### src/rtl/delivery_game_uc.sv
// Control unit for the delivery game: clears the datapath, takes the initial
// velocity measurement, scrolls the map, periodically re-measures velocity,
// and handles pause and game over.
module delivery_game_uc #(
  parameter int REMEASURE_PERIOD = 500_000,
  parameter int MEASURE_TIMEOUT  = 50_000
) (
  input  logic       clock,
  input  logic       reset,
  input  logic       iniciar,
  input  logic       pausar,
  input  logic       game_over,
  input  logic       velocity_ready,
  output logic       zera_fd,
  output logic       get_velocity,
  output logic       count_map,
  output logic       jogando,
  output logic       fim_jogo,
  output logic       falha_sensor,
  output logic [3:0] db_estado
);

  typedef enum logic [3:0] {
    INICIAL   = 4'd0,
    PREPARA   = 4'd1,
    MEDE      = 4'd2,
    ESPERA    = 4'd3,
    JOGANDO   = 4'd4,
    RE_MEDE   = 4'd5,
    RE_ESPERA = 4'd6,
    PAUSADO   = 4'd7,
    FIM       = 4'd8
  } state_t;

  // Last counter values before the period / timeout expires (equality compare).
  localparam logic [31:0] PERIOD_LAST  = 32'(REMEASURE_PERIOD - 1);
  localparam logic [31:0] TIMEOUT_LAST = 32'(MEASURE_TIMEOUT - 1);

  state_t      state_reg, state_next;
  logic        iniciar_prev_reg;
  logic        iniciar_rise;
  logic [31:0] period_count_reg, period_count_next;
  logic [31:0] timeout_count_reg, timeout_count_next;
  logic        falha_sensor_reg, falha_sensor_next;

  assign iniciar_rise = iniciar & ~iniciar_prev_reg;

  // State, counters, sticky failure flag and iniciar history.
  always_ff @(posedge clock or posedge reset) begin
    if (reset) begin
      state_reg         <= INICIAL;
      iniciar_prev_reg  <= 1'b0;
      period_count_reg  <= '0;
      timeout_count_reg <= '0;
      falha_sensor_reg  <= 1'b0;
    end else begin
      state_reg         <= state_next;
      iniciar_prev_reg  <= iniciar;
      period_count_reg  <= period_count_next;
      timeout_count_reg <= timeout_count_next;
      falha_sensor_reg  <= falha_sensor_next;
    end
  end

  // Next-state, counter updates and Moore outputs decoded from the state.
  always_comb begin
    state_next         = state_reg;
    period_count_next  = period_count_reg;
    timeout_count_next = timeout_count_reg;
    falha_sensor_next  = falha_sensor_reg;
    zera_fd            = 1'b0;
    get_velocity       = 1'b0;
    count_map          = 1'b0;
    jogando            = 1'b0;
    fim_jogo           = 1'b0;

    case (state_reg)
      INICIAL: begin
        if (iniciar_rise) state_next = PREPARA;
      end

      PREPARA: begin
        zera_fd            = 1'b1;
        period_count_next  = '0;
        timeout_count_next = '0;
        falha_sensor_next  = 1'b0;
        state_next         = MEDE;
      end

      MEDE: begin
        get_velocity = 1'b1;
        state_next   = ESPERA;
      end

      ESPERA: begin
        timeout_count_next = timeout_count_reg + 32'd1;
        if (velocity_ready) begin
          falha_sensor_next = 1'b0;
          state_next        = JOGANDO;
        end else if (timeout_count_reg == TIMEOUT_LAST) begin
          falha_sensor_next = 1'b1;
          state_next        = JOGANDO;
        end
      end

      JOGANDO: begin
        count_map = 1'b1;
        jogando   = 1'b1;
        if (game_over) begin
          state_next = FIM;
        end else if (pausar) begin
          // The cycle that requests the pause is not counted as play time.
          state_next = PAUSADO;
        end else begin
          period_count_next = period_count_reg + 32'd1;
          if (period_count_reg == PERIOD_LAST) state_next = RE_MEDE;
        end
      end

      RE_MEDE: begin
        count_map          = 1'b1;
        get_velocity       = 1'b1;
        jogando            = 1'b1;
        period_count_next  = '0;
        timeout_count_next = '0;
        state_next         = game_over ? FIM : RE_ESPERA;
      end

      RE_ESPERA: begin
        count_map          = 1'b1;
        jogando            = 1'b1;
        timeout_count_next = timeout_count_reg + 32'd1;
        if (game_over) begin
          state_next = FIM;
        end else if (velocity_ready) begin
          falha_sensor_next = 1'b0;
          state_next        = JOGANDO;
        end else if (timeout_count_reg == TIMEOUT_LAST) begin
          falha_sensor_next = 1'b1;
          state_next        = JOGANDO;
        end
      end

      PAUSADO: begin
        if (game_over)    state_next = FIM;
        else if (!pausar) state_next = JOGANDO;
      end

      FIM: begin
        fim_jogo = 1'b1;
        if (iniciar_rise) state_next = PREPARA;
      end

      default: begin
        state_next = INICIAL;
      end
    endcase
  end

  assign falha_sensor = falha_sensor_reg;
  assign db_estado    = state_reg;

endmodule

### config.mk
export PLATFORM = sky130hd
export DESIGN_NAME = delivery_game_uc
export DESIGN_NICKNAME = d
export VERILOG_FILES = /design/src/rtl/delivery_game_uc.sv
export SDC_FILE = /design/constraint.sdc
export NUM_CORES = 1
export LEC_CHECK = 0
export CAP_MARGIN = 20
export CORE_UTILIZATION = 41
export DETAILED_ROUTE_END_ITERATION = 12
export GPL_TIMING_DRIVEN = 0
export PLACE_DENSITY = 0.69
export SETUP_SLACK_MARGIN = 0.4
export SLEW_MARGIN = 20
export SYNTH_ARGS = -nofsm -noshare
export SYNTH_HDL_FRONTEND = slang
export SYNTH_SLANG_ARGS = --single-unit
### constraint.sdc
create_clock -name clock -period 3 [get_ports clock]
set_input_delay 0.3 -clock clock [delete_from_list [all_inputs] [get_ports clock]]
set_output_delay 0.3 -clock clock [all_outputs]
set_load 0.02 [all_outputs]
==> results.ini <==
[routing]
vias = 3159
vias_per_cell = 5.744
drc = 0
drt_iter0_drc = 150
wl_um = 8318
firstDrtPassIters = 6
wl_per_cell_um = 15.12
antenna_left = 0

[logic_synthesis]
syn_nets = 418
synth-xor-area-share_pct = 6.888
ys.flop_type = dfrtp_1
synth_top_family_by_area = simple AND/OR/NAND/NOR gates
muxShareOfSynthArea_pct = 4.198
yosys-top-cells-area = dfrtp_1 46%, xnor2_1 5.7%, nand2_1 4.8%
synth_cell_types = 52
ys_seq_area_share_pct = 45.92
synthAdderAreaFrac_pct = 0.6560
synth_compound_area_share_pct = 10.30
synth_edf_count = 0
synth_top_area_cell = dfrtp_1
post_synth.cell_area_avg_um2 = 9.305
synthSimpleGateAreaFrac_pct = 28.53
synth_cells = 410
synth_common_cells = 70 x dfrtp_1, 49 x nand2_1, 38 x nor2_1
synth.most_common_cell = dfrtp_1
synthArstFlopShare_pct = 100.0
yosys.area.top_type_share_pct = 45.92
synth_warnings = 0
synthesis.area_um2 = 3815
ys_ff_latch = 70

[place]
dp_cells = 534
io_buffers = 15
place_area_um2 = 4130
place_congestion = 0.8536
dpl.hpwl_um = 5687

[cells_and_area]
regArea_um2 = 1753
multi_input_area_um2 = 1932
syn_to_final_growth_pct = 13.74
final_nets = 445
fill_cells = 824
finalInstanceArea_um2 = 4339
drive_above_1_share_pct = 7.919
instances_no_fill = 550
num_antenna_cells = 0

[critical_path]
crit_path_frequent_cell = buf_4
path_cells = buf_4 -> clkbuf_2 -> a211oi_1 -> buf_4 -> clkdlybuf4s50_1
crit_arrival_ns = 2.19
crit_fanout = 10
path_delay_family = buffers and inverters
endpoint_kind = output port
critical_path_class = flop to output port
crit_slowest_cell = clkdlybuf4s50_1
crit_buf_inv = 4
critPathLaunchType = flop
required_ns = 2.70
cpPeakStageDelay_ns = 0.59

[timing]
holdWs_ns = 0.2205
max_slew.worst_pin.slew_ns = 0.6549
hold_viol_final = 0
slew_violations = 0
max_freq_mhz = 401.1
rsz0062_at_grt = no
clock_skew_ns = 0.01938
min_period_ns = 2.493
fin_crit_sh_pct = 83.10
relSlewSlack_pct = 55.94
setup_viol = 0

[floorplanning]
coreArea_um2 = 8848
num_rows = 34
dieWidth_um = 98.46
die_h_um = 98.46
top_level_ports = 16
start_util_pct = 43.11
dieArea_um2 = 9694

[hold_path]
hp-class = input pin to async pin

[run_status]
outcome = finished clean

[clock_tree]
cts_root_buf = clkbuf_8
clock_sinks = 70
cts_tree = yes
clock_latency_ns = 0.36
path_clk_slew_ns = 0.08
cts_buffers = 9
cts_buffer_depth = 2
cts_hold_buf = 0
htreeDepth = 3

[grt]
antenna_found_initial = 0
use_met1_pct = 25.31
gr-usage-met3_pct = 5.248
first_global_vias = 3034
grt_util_met2_pct = 29.31
busiest_layer = met2
grt_max_degree = 58
grt_usage_pct = 18.77
grt_overflow_total = 0
grt_pass1_wl_um = 14520

[pwr]
peakVddDrop_v = 0.0003148
p_per_area_nw_per_um2 = 627.0
leakagePower_nw = 1.803

[run]
maxCapViolations = 0

-- layer usage --
metal,vias to the layer above,part of all wire (%),wire length [um]
li1,1551,-,-
met1,1554,50,4153
met2,44,46,3813
met3,10,2.9,241
met4,0,1.3,110
met5,-,0,0
-- area by class of cell --
| type | instances | area share [%] |
|---|---|---|
| plain buffers | 20 | 2.134 |
| clock buffers | 9 | 2.855 |
| clock inverters | 7 | 1.672 |
| inverters | 12 | 1.096 |
| multi-input cells | 308 | 44.52 |
| flip-flops and latches | 70 | 40.40 |
| well taps | 108 | 3.114 |
| repair buffers | 16 | 4.210 |
-- through the flow --
stage | setup TNS [ns] | total power [W] | util, % | worst slack (ns)
detailed placement | 0 | 0.001956 | 46.68 | 0.4421
floorplan | 0 | 0.001669 | - | 0.9318
global route | 0 | 0.002881 | 49.04 | 0.4015
CTS | 0 | 0.002745 | 48.97 | 0.3792
finish | 0 | 0.002721 | 49.04 | 0.5071
global placement | -21.35 | 0.001941 | 46.34 | -0.3095
-- logic make-up (layout without fill, tap and decap cells) --
logic type      Yosys count  after routing
buf+inv                  32             64
fa+ha+maj                 2              2
mux                      16             16
compound gates           57             57
xor+xnor                 30             30
simple gates            203            203
flops                    70             70
-- report_power, final --
group | switching [W] | total, W | internal (W)
Sequential | 0.0000519 | 0.00105 | 0.000996
Combinational | 0.000567 | 0.000905 | 0.000338
Clock | 0.000383 | 0.000768 | 0.000385
-- path summary, 6_finish.rpt --
check	from	endpoint	slack [ns]	cells past startpoint
min in group clock	iniciar	iniciar_prev_reg$_DFF_PP0_	0.42	1
worst max register to register	period_count_reg[0]$_DFFE_PP0P_	period_count_reg[12]$_DFFE_PP0P_	0.74	7
worst max-delay path	db_estado[0]$_DFFE_PP0P_	jogando	0.51	5
worst min register to register	timeout_count_reg[31]$_DFFE_PP0P_	timeout_count_reg[31]$_DFFE_PP0P_	0.50	1
max in group asynchronous	reset	db_estado[2]$_DFFE_PP0P_	2.24	3
worst min-delay path	reset	period_count_reg[14]$_DFFE_PP0P_	0.22	2
-- what timing repair did --
item | CTS | global route
endpoints found under the setup margin | 4 | 3
setup buffers | 0 | 0
gates resized for setup | 4 | 4
gates cloned | 0 | 0
-- layout by cell type (no fill, tap or decap), types with 3 or more instances in the layout --
cell             netlist  routed
inv_1                 12      11
nand4_1               12      12
xnor2_1               25      25
clkbuf_8               0       9
buf_4                  3       3
nand2b_1               3       3
dfrtp_1               70      69
and4_1                10      10
nor4b_1                6       6
nand2_1               49      49
nor3_1                14      14
mux2i_1               16      16
clkbuf_1              13      10
buf_2                  2       3
a21oi_1                8       8
nor4_1                20      20
nor2_1                38      37
nand3_1               25      25
nor4_2                 3       3
o211ai_1               9       9
o31ai_1                8       8
clkdlybuf4s50_1        0      13
or3_1                  6       6
xor2_1                 5       5
o21ai_0               13      13
and3_1                 5       5
Power figures use the tool's default switching activity.
